$ cat src/rtl/brpkg.sv
// Shared definitions for the KS10 breakpoint controller: unit count and
// the console-visible state encodings.
package brpkg;

  localparam int NUNITS = 4;

  typedef enum logic [1:0] {
    ST_IDLE    = 2'd0,
    ST_ARMED   = 2'd1,
    ST_HALTREQ = 2'd2,
    ST_HALTED  = 2'd3
  } br_state_e;

endpackage

$ cat src/rtl/brcsl_if.sv
// BR/CSL bus: console breakpoint registers plus the clock and reset they
// are qualified by. The br modport is the breakpoint controller's view.
interface brcsl_if;

  logic        clk;
  logic        rst;
  logic [0:35] regBRAR [0:3];
  logic [0:35] regBRMR [0:3];

  modport br (
    input clk,
    input rst,
    input regBRAR,
    input regBRMR
  );

endinterface

$ cat src/rtl/br_unit.sv
// One breakpoint unit: masked address compare registered once, plus a
// saturating pass counter that is loaded, cleared or stepped by the controller.
module br_unit #(
  parameter int PASSW = 8
) (
  input  logic             clk,
  input  logic             rst,
  input  logic             valid,
  input  logic [0:35]      addr,
  input  logic [0:35]      brar,
  input  logic [0:35]      brmr,
  input  logic             load,
  input  logic [PASSW-1:0] load_val,
  input  logic             clr,
  input  logic             step,
  output logic             hit
);

  logic             match_d;
  logic             match_q;
  logic [PASSW-1:0] cnt_q;

  // A zero mask disables the unit entirely rather than matching everything.
  assign match_d = valid && (|brmr) && ((addr & brmr) == (brar & brmr));
  assign hit     = match_q && (cnt_q == '0);

  always_ff @(posedge clk) begin
    if (rst) begin
      match_q <= 1'b0;
      cnt_q   <= '0;
    end else begin
      match_q <= match_d;
      if (load) begin
        cnt_q <= load_val;
      end else if (clr) begin
        cnt_q <= '0;
      end else if (step && match_q && (cnt_q != '0)) begin
        cnt_q <= cnt_q - 1'b1;
      end
    end
  end

endmodule

$ cat src/rtl/br_ctrl.sv
// Breakpoint controller: four compare units, the arm/halt/continue FSM and
// the registered halt request to the CPU.
module br_ctrl #(
  parameter int PASSW  = 8,
  parameter int NUNITS = brpkg::NUNITS
) (
  brcsl_if.br              bus,
  input  logic             busVALID,
  input  logic [0:35]      busADDR,
  input  logic             brARM,
  input  logic [PASSW-1:0] brPASS [0:NUNITS-1],
  input  logic             cpuHALTACK,
  input  logic             brCONT,
  output logic             brHALT,
  output logic [0:NUNITS-1] brHIT,
  output logic [1:0]       brSTATE
);

  import brpkg::*;

  br_state_e           state_q, state_d;
  logic [0:NUNITS-1]   hit_q, hit_d;
  logic [0:NUNITS-1]   unit_hit;
  logic                halt_q;
  logic                load, clr_cnt, step;

  for (genvar gi = 0; gi < NUNITS; gi++) begin : g_unit
    br_unit #(.PASSW(PASSW)) u_unit (
      .clk      (bus.clk),
      .rst      (bus.rst),
      .valid    (busVALID),
      .addr     (busADDR),
      .brar     (bus.regBRAR[gi]),
      .brmr     (bus.regBRMR[gi]),
      .load     (load),
      .load_val (brPASS[gi]),
      .clr      (clr_cnt),
      .step     (step),
      .hit      (unit_hit[gi])
    );
  end

  // brARM takes priority over a coincident match or brCONT.
  always_comb begin
    state_d = state_q;
    hit_d   = hit_q;
    load    = 1'b0;
    clr_cnt = 1'b0;
    step    = 1'b0;
    case (state_q)
      ST_IDLE: begin
        if (brARM) begin
          load    = 1'b1;
          hit_d   = '0;
          state_d = ST_ARMED;
        end
      end
      ST_ARMED: begin
        if (brARM) begin
          load  = 1'b1;
          hit_d = '0;
        end else begin
          step = 1'b1;
          if (|unit_hit) begin
            hit_d   = hit_q | unit_hit;
            state_d = ST_HALTREQ;
          end
        end
      end
      ST_HALTREQ: begin
        if (cpuHALTACK) state_d = ST_HALTED;
      end
      ST_HALTED: begin
        if (brARM) begin
          load    = 1'b1;
          hit_d   = '0;
          state_d = ST_ARMED;
        end else if (brCONT) begin
          clr_cnt = 1'b1;
          hit_d   = '0;
          state_d = ST_ARMED;
        end
      end
      default: state_d = ST_IDLE;
    endcase
  end

  // Halt request is held high for the whole HALTREQ residency: it rises with
  // entry and falls on the edge that samples cpuHALTACK (or reset).
  always_ff @(posedge bus.clk) begin
    if (bus.rst) begin
      state_q <= ST_IDLE;
      hit_q   <= '0;
      halt_q  <= 1'b0;
    end else begin
      state_q <= state_d;
      hit_q   <= hit_d;
      halt_q  <= (state_d == ST_HALTREQ);
    end
  end

  assign brHALT  = halt_q;
  assign brHIT   = hit_q;
  assign brSTATE = state_q;

endmodule

$ cat src/flat_wrapper.sv
// flat-port wrapper written by rule: the top's interface ports become plain ports
module br_ctrl_flat import brpkg::*;
#(
  parameter int PASSW  = 8,
  parameter int NUNITS = brpkg::NUNITS
)
  (busVALID, busADDR, brARM, brPASS, cpuHALTACK, brCONT, brHALT, brHIT, brSTATE, bus_clk, bus_rst, bus_regBRAR, bus_regBRMR);
  brcsl_if bus_i ();
  input  logic busVALID;
  input  logic [0:35] busADDR;
  input  logic brARM;
  input  logic [PASSW-1:0] brPASS[0:NUNITS-1];
  input  logic cpuHALTACK;
  input  logic brCONT;
  output logic brHALT;
  output logic [0:NUNITS-1] brHIT;
  output logic [1:0] brSTATE;
  input wire logic [$bits(bus_i.clk)-1:0] bus_clk;
  input wire logic [$bits(bus_i.rst)-1:0] bus_rst;
  input wire logic [$bits(bus_i.regBRAR)-1:0] bus_regBRAR;
  input wire logic [$bits(bus_i.regBRMR)-1:0] bus_regBRMR;
  assign bus_i.clk = bus_clk;
  assign bus_i.rst = bus_rst;
  assign bus_i.regBRAR = {>>{bus_regBRAR}};
  assign bus_i.regBRMR = {>>{bus_regBRMR}};
  br_ctrl #(.PASSW(PASSW), .NUNITS(NUNITS)) u_core (.bus(bus_i), .busVALID(busVALID), .busADDR(busADDR), .brARM(brARM), .brPASS(brPASS), .cpuHALTACK(cpuHALTACK), .brCONT(brCONT), .brHALT(brHALT), .brHIT(brHIT), .brSTATE(brSTATE));
endmodule
$ cat config.mk
export PLATFORM = sky130hd
export DESIGN_NAME = br_ctrl_flat
export DESIGN_NICKNAME = d
export VERILOG_FILES = /design/src/rtl/brpkg.sv /design/src/rtl/brcsl_if.sv /design/src/rtl/br_unit.sv /design/src/rtl/br_ctrl.sv /design/src/flat_wrapper.sv
export SDC_FILE = /design/constraint.sdc
export NUM_CORES = 1
export LEC_CHECK = 0
export CAP_MARGIN = 5
export CORE_AREA = 4 4 141 143
export CTS_CLUSTER_SIZE = 20
export DETAILED_ROUTE_END_ITERATION = 6
export DIE_AREA = 0 0 145 147
export PLACE_DENSITY = 0.74
export SLEW_MARGIN = 20
export SYNTH_ARGS = -nofsm -noshare
export SYNTH_HDL_FRONTEND = slang
export SYNTH_HIERARCHICAL = 1
export SYNTH_SLANG_ARGS = --single-unit
$ cat constraint.sdc
create_clock -name bus_clk -period 6.93 [get_ports bus_clk]
set_clock_uncertainty 0.2 [all_clocks]
set_input_delay 1.0395 -clock bus_clk [delete_from_list [all_inputs] [get_ports bus_clk]]
set_output_delay 1.0395 -clock bus_clk [all_outputs]
set_load 0.1 [all_outputs]
==> metrics.yaml, run 1 <==
worst_path_max_delay_cell: "nor3b_2"
synth_area_sq_um: 4880
io_buffers: 368
path_cells: "clkdlybuf4s50_1, nor3b_2, nand2_1, a21oi_2, nand2b_2, a21oi_1, a211oi_1"
setup_violations: 0
routedWlPerCell_microns: 23.9
syn_inst: 579
start_util_pct: 26.3
place_ws_ns: 3.26
ys_seq_area_share_pct: 17.6
peakVddDrop_mv: 0.0772
finalCritPeriodShare_pct: 49.7
final_common_cell: "clkdlybuf4s50_1"
synth_nets: 949
viasPerCell: 5.39
multi_input_area_sq_um: 3920
r2r-start: "u_core/brSTATE[0]"
cp-start-kind: "primary input"
swShare_pct: 32.4
synth_area_leaders: "xor2_1, dfxtp_1, a221oi_1"
maxSlewHeadroom_pct: 32.7
layout.cells.non_filler: 1181
crit_type: "in -> reg"
drt-initial-drc-count: 508
leakage_nw: 3.28
p_comb_share_pct: 50.3
fmax_mhz: 291
layout_common_cells: "clkdlybuf4s50_1, xor2_1, a221oi_1"
post_cts_buffers: 0
fillers: 1796
post-synth-top-area-fraction_pct: 28.0
rsz0062_at_grt: "no"
pwr-share-clk_pct: 22.0
die_h_microns: 147
clock_path_buffers: 2
p_switching_mw: 0.330
cts_resized: 0
p_int_mw: 0.688
final.setup.worst_slack_ns: 3.49
p_per_area_nw_per_um2: 114
tightestPinTransition_ns: 1.01
routed_wl_microns: 28300
globalplace.congestion: 0.981
cts.sinks: 43
ys_warn_count: 6
synth_cell_types: 45
place_hpwl_microns: 24900
layout-drive-gt1-share_pct: 5.07
yosys.area.top_type: "xor2_1"
drtPass1Iterations: 5
core-area_sq_um: 18600
grt_max_degree: 45
cap_violations: 0
io_pins: 369
htree_levels: 2
die_w_microns: 145
end_kind: "register"
arrival_ns: 3.43
cts_tree: "done"
synthArstFlopShare_pct: 0
syn_to_final_growth_pct: 83.3
cts_buffers: 5
hold_class: "reg -> reg"
drcViolationCount: 0
synth_area_per_cell_sq_um: 8.43
synthFlopType: "dfxtp_1"
seq_power_share_pct: 27.7
postCtsHoldBufs: 0
finalHoldViolations: 0
dpl_cell_area_sq_um: 8810
worst-path-max-fanout: 13
ys_ff_latch: 43
die_area_sq_um: 21300
tns_ns: 0
status: "complete, no violations"
root_buffer: "clkbuf_16"
grt-ovfl-total: 0
synth_edf_count: 0
worstPathRequired_ns: 6.92
min_from: "u_core/brHIT[1]"
dpl.cell_count: 1174
grt_pass1_wl_microns: 40100
cp-startpoint: "brARM"
nNetsFinal: 1317
p_total_mw: 1.02
rows: 50
antenna_found_initial: 1
r2r_slack_ns: 4.33
clk_latency_ns: 0.28
final_antenna_net_count: 0
via_count: 6370
first_global_vias: 6532
final-seq-area_sq_um: 861
grt_usage_pct: 24.6
fin_crit_ns: 3.44
max_stage_delay_ns: 0.80
final_area_sq_um: 8940
drv_slew: 0
clkSlewWorstSetupHoldPaths_ns: 0.06
[state kept, by name (all words and copies together), names as in the netlist]
name                          cells
u_core/g_unit.u_unit/match_q      4
u_core/brHIT                      4
u_core/brHALT                     1
u_core/g_unit.u_unit/cnt_q       32
u_core/brSTATE                    2
[metrics by stage]
stage / hold WS, ns / utilization, %
3_3_place_gp: 0.256 / 47.4
3_5_place_dp: 0.268 / 47.4
2_1_floorplan: 0.329 / -
4_1_cts: 0.277 / 48.1
6_report: 0.274 / 48.1
5_1_grt: 0.296 / 48.1
[synth_stat cells (all sizes together) (5+ instances only)]
master,number
a22o,32
a211oi,8
nor3,33
o21ai,10
buf,8
ha,8
xor2,156
a21oi,23
nor4,45
or4,5
a22oi,9
nor2,29
nand2,37
nand3,8
dfxtp,43
inv,13
nand2b,5
nand4,16
a221oi,44
[power by group through the flow]
stage                     Combinational, mW  Clock (mW)  Sequential, mW
after floorplan                       0.193           0           0.286
after detailed placement              0.505           0           0.287
after global placement                0.501           0           0.287
final                                 0.512       0.223           0.282
after global routing                  0.545       0.237           0.284
after CTS                             0.508       0.227           0.282
[cells by family (layout without fill, tap and decap cells)]
family	after synthesis	in the layout	share of synthesized area (%)
and+or+nand+nor	201	201	25.9
xor gates and xnor gates	160	160	28.7
AOI/OAI and AO/OA	145	145	23.6
DFF	43	43	17.6
buffers and inverters	22	389	2.10
adders and majority gates	8	8	2.05
other	0	1	0
[worst max-delay path: cells and delay by family]
family / cells / cell delay, ns
AO/OA/AOI/OAI: 3 / 0.59
AND/OR/NAND/NOR: 3 / 1.24
buffers and inverters: 1 / 0.56
[path summary, 6_finish.rpt]
kind                                                          to  cells past startpoint
worst max register to register  u_core/g_unit[0].u_unit/cnt_q[3]                      6
worst min-delay path                             u_core/brHIT[1]                      2
worst max-delay path            u_core/g_unit[0].u_unit/cnt_q[3]                      7
worst min register to register                   u_core/brHIT[1]                      2
[routing by layer]
layer | up-vias | share of wire [%] | global-route usage (%)
met1 | 2992 | 37 | 27.7
li1 | 2994 | - | -
met4 | 2 | 2.1 | 5.75
met5 | - | 0.071 | 0
met2 | 331 | 52 | 46.6
met3 | 51 | 8.4 | 6.35
[cell type report]
type	instances	share of cell area, %
antenna	1	0.0280
tap	234	3.27
inverter	13	0.546
multi-input combinational	514	43.8
clock buffer	6	1.44
sequential	43	9.63
timing repair buffer	370	41.3
(Power assumes the default switching activity.)
==> run 2, diff against run 1 <==
--- a/config.mk
+++ b/config.mk
@@ -6,11 +6,11 @@
 export NUM_CORES = 1
 export LEC_CHECK = 0
 export CAP_MARGIN = 5
-export CORE_AREA = 4 4 141 143
+export CORE_AREA = 4 4 142 144
 export CTS_CLUSTER_SIZE = 20
 export DETAILED_ROUTE_END_ITERATION = 6
-export DIE_AREA = 0 0 145 147
-export PLACE_DENSITY = 0.74
+export DIE_AREA = 0 0 146 148
+export PLACE_DENSITY = 0.73
 export SLEW_MARGIN = 20
 export SYNTH_ARGS = -nofsm -noshare
 export SYNTH_HDL_FRONTEND = slang
==> constraint.sdc (replaced) <==
create_clock -name bus_clk -period 3.4 [get_ports bus_clk]
set_clock_uncertainty 0.2 [all_clocks]
set_input_delay 0.51 -clock bus_clk [delete_from_list [all_inputs] [get_ports bus_clk]]
set_output_delay 0.51 -clock bus_clk [all_outputs]
set_load 0.1 [all_outputs]
==> run 2 against run 1 <==
Against the previous run: combinational power rose by 100%; critical path depth rose by 1; final area is 0.76% higher; power increased by 120%; count of clock-buffer cells in the layout stayed put; via count decreased by 0.85%; cell count is 0.42% higher; clock power rose to 2.8 times the previous value; largest cell class unchanged; highest routed layer unchanged.
==> metrics.yaml, run 2 (same netlist as run 1, synthesis figures left out) <==
leakage_nw: 3.33  # +1.7%
io_pins: 369  # unchanged
root_buffer: "clkbuf_16"
postCtsHoldBufs: 0  # unchanged
seq_power_share_pct: 25.6  # -2.1 points
end_kind: "register"
clkSlewWorstSetupHoldPaths_ns: 0.06  # about the same
first_global_vias: 6569  # +0.57%
die_w_microns: 146  # +0.69%
rsz0062_at_grt: "no"
layout_common_cells: "clkdlybuf4s50_1, xor2_1, a221oi_1"
rows: 50  # unchanged
hold_class: "reg -> reg"
worstPathRequired_ns: 3.34  # -3.58 ns
p_per_area_nw_per_um2: 249  # +120%
maxSlewHeadroom_pct: 35.7  # +3.0 points
viasPerCell: 5.33  # -1.3%
place_hpwl_microns: 25700  # +3.3%
pwr-share-clk_pct: 28.0  # +6.0 points
multi_input_area_sq_um: 3920  # unchanged
fmax_mhz: 405
crit_type: "in -> reg"
antenna_found_initial: 3  # +2
finalCritPeriodShare_pct: 72.6
final.setup.worst_slack_ns: 0.932  # -2.56 ns
peakVddDrop_mv: 0.174  # +130%
layout-drive-gt1-share_pct: 6.20  # +1.1 points
swShare_pct: 30.5  # -1.9 points
arrival_ns: 2.41  # -1.02 ns
core-area_sq_um: 18700  # +0.67%
start_util_pct: 26.1  # -0.18 points
io_buffers: 368  # unchanged
cts_buffers: 5  # unchanged
fin_crit_ns: 2.47
nNetsFinal: 1320  # +0.23%
drt-initial-drc-count: 465  # -8.5%
place_ws_ns: 0.645  # -2.61 ns
clock_path_buffers: 2  # unchanged
grt_max_degree: 43  # -4.4%
grt_pass1_wl_microns: 40700  # +1.4%
finalHoldViolations: 0  # unchanged
hold_slack_ns: 0.278  # +0.00407 ns
final_antenna_net_count: 0  # unchanged
drtPass1Iterations: 7  # +2
cts.sinks: 43  # unchanged
htree_levels: 2  # unchanged
worst-path-max-fanout: 13  # unchanged
syn_to_final_growth_pct: 84.7
grt-ovfl-total: 0  # unchanged
setup_violations: 0  # unchanged
largest_register_ffs: 32  # unchanged
cap_violations: 0  # unchanged
p_int_mw: 1.56  # +130%
routedWlPerCell_microns: 24.4  # +2.1%
tightestPinTransition_ns: 0.962  # -0.0448 ns
die_area_sq_um: 21600  # +1.4%
drv_slew: 0  # unchanged
routed_wl_microns: 29000  # +2.5%
cp-start-kind: "primary input"
globalplace.congestion: 1.03  # +4.7%
final_common_cell: "clkdlybuf4s50_1"
p_switching_mw: 0.685  # +110%
tns_ns: 0  # unchanged
final_area_sq_um: 9010  # +0.76%
clk_latency_ns: 0.29  # about the same
cts_resized: 0  # unchanged
die_h_microns: 148  # +0.68%
final-seq-area_sq_um: 861  # unchanged
fillers: 1815  # +1.1%
p_comb_share_pct: 46.4  # -3.9 points
drcViolationCount: 0  # unchanged
via_count: 6316  # -0.85%
cts_tree: "done"
status: "complete, no violations"
final_util_pct: 48.2  # about the same
dpl_cell_area_sq_um: 8820  # about the same
regMostFlops: "u_core/g_unit.u_unit/cnt_q"
post_cts_buffers: 0  # unchanged
grt_usage_pct: 24.9  # +0.23 points
[run 2: area by class of cell]
cell class / instances / share of cell area, %
tap: 234 / 3.25
timing repair buffer: 373 / 41.1
multi-input combinational: 514 / 43.5
clock buffer: 6 / 1.43
sequential: 43 / 9.55
inverter: 13 / 0.542
clock inverter: 2 / 0.667
antenna: 1 / 0.0278
[run 2: critical path: stages]
cell	delay, ns
clkdlybuf4s50_1	0.56
nor3b_2	0.23
buf_4	0.23
nand2_1	0.10
a21oi_2	0.24
nor3_1	0.13
a221oi_1	0.33
nor3_2	0.08
[run 2: layer usage]
layer  track usage (%)  part of all wire (%)
met3              7.42                   9.6
met4              7.29                   3.2
met5                 0                 0.072
met2              45.5                    51
met1              28.0                    36
[run 2: path summary, 6_finish.rpt]
kind / startpoint / end / slack [ns] / cells after the start
worst min register to register: u_core/brHIT[3] / u_core/brHIT[3] / 0.28 / 2
worst min-delay path: u_core/brHIT[3] / u_core/brHIT[3] / 0.28 / 2
worst max-delay path: brARM / u_core/g_unit[2].u_unit/cnt_q[5] / 0.93 / 8
worst max register to register: u_core/g_unit[3].u_unit/cnt_q[0] / u_core/brHALT / 1.13 / 7
[run 2: power by group through the flow]
| stage | registers [mW] | logic, mW | clock network [mW] |
|---|---|---|---|
| 4_1_cts | 0.575 | 1.03 | 0.644 |
| 2_1_floorplan | 0.582 | 0.393 | 0 |
| 3_5_place_dp | 0.585 | 1.03 | 0 |
| 3_3_place_gp | 0.585 | 1.03 | 0 |
| 6_report | 0.576 | 1.04 | 0.628 |
| 5_1_grt | 0.580 | 1.10 | 0.664 |
[run 2: through the flow]
step	power (mW)	std cells
after floorplan	0.975	579
after global placement	1.61	1177
after detailed placement	1.61	1177
after CTS	2.25	1185
after global routing	2.35	1186
final	2.25	1186
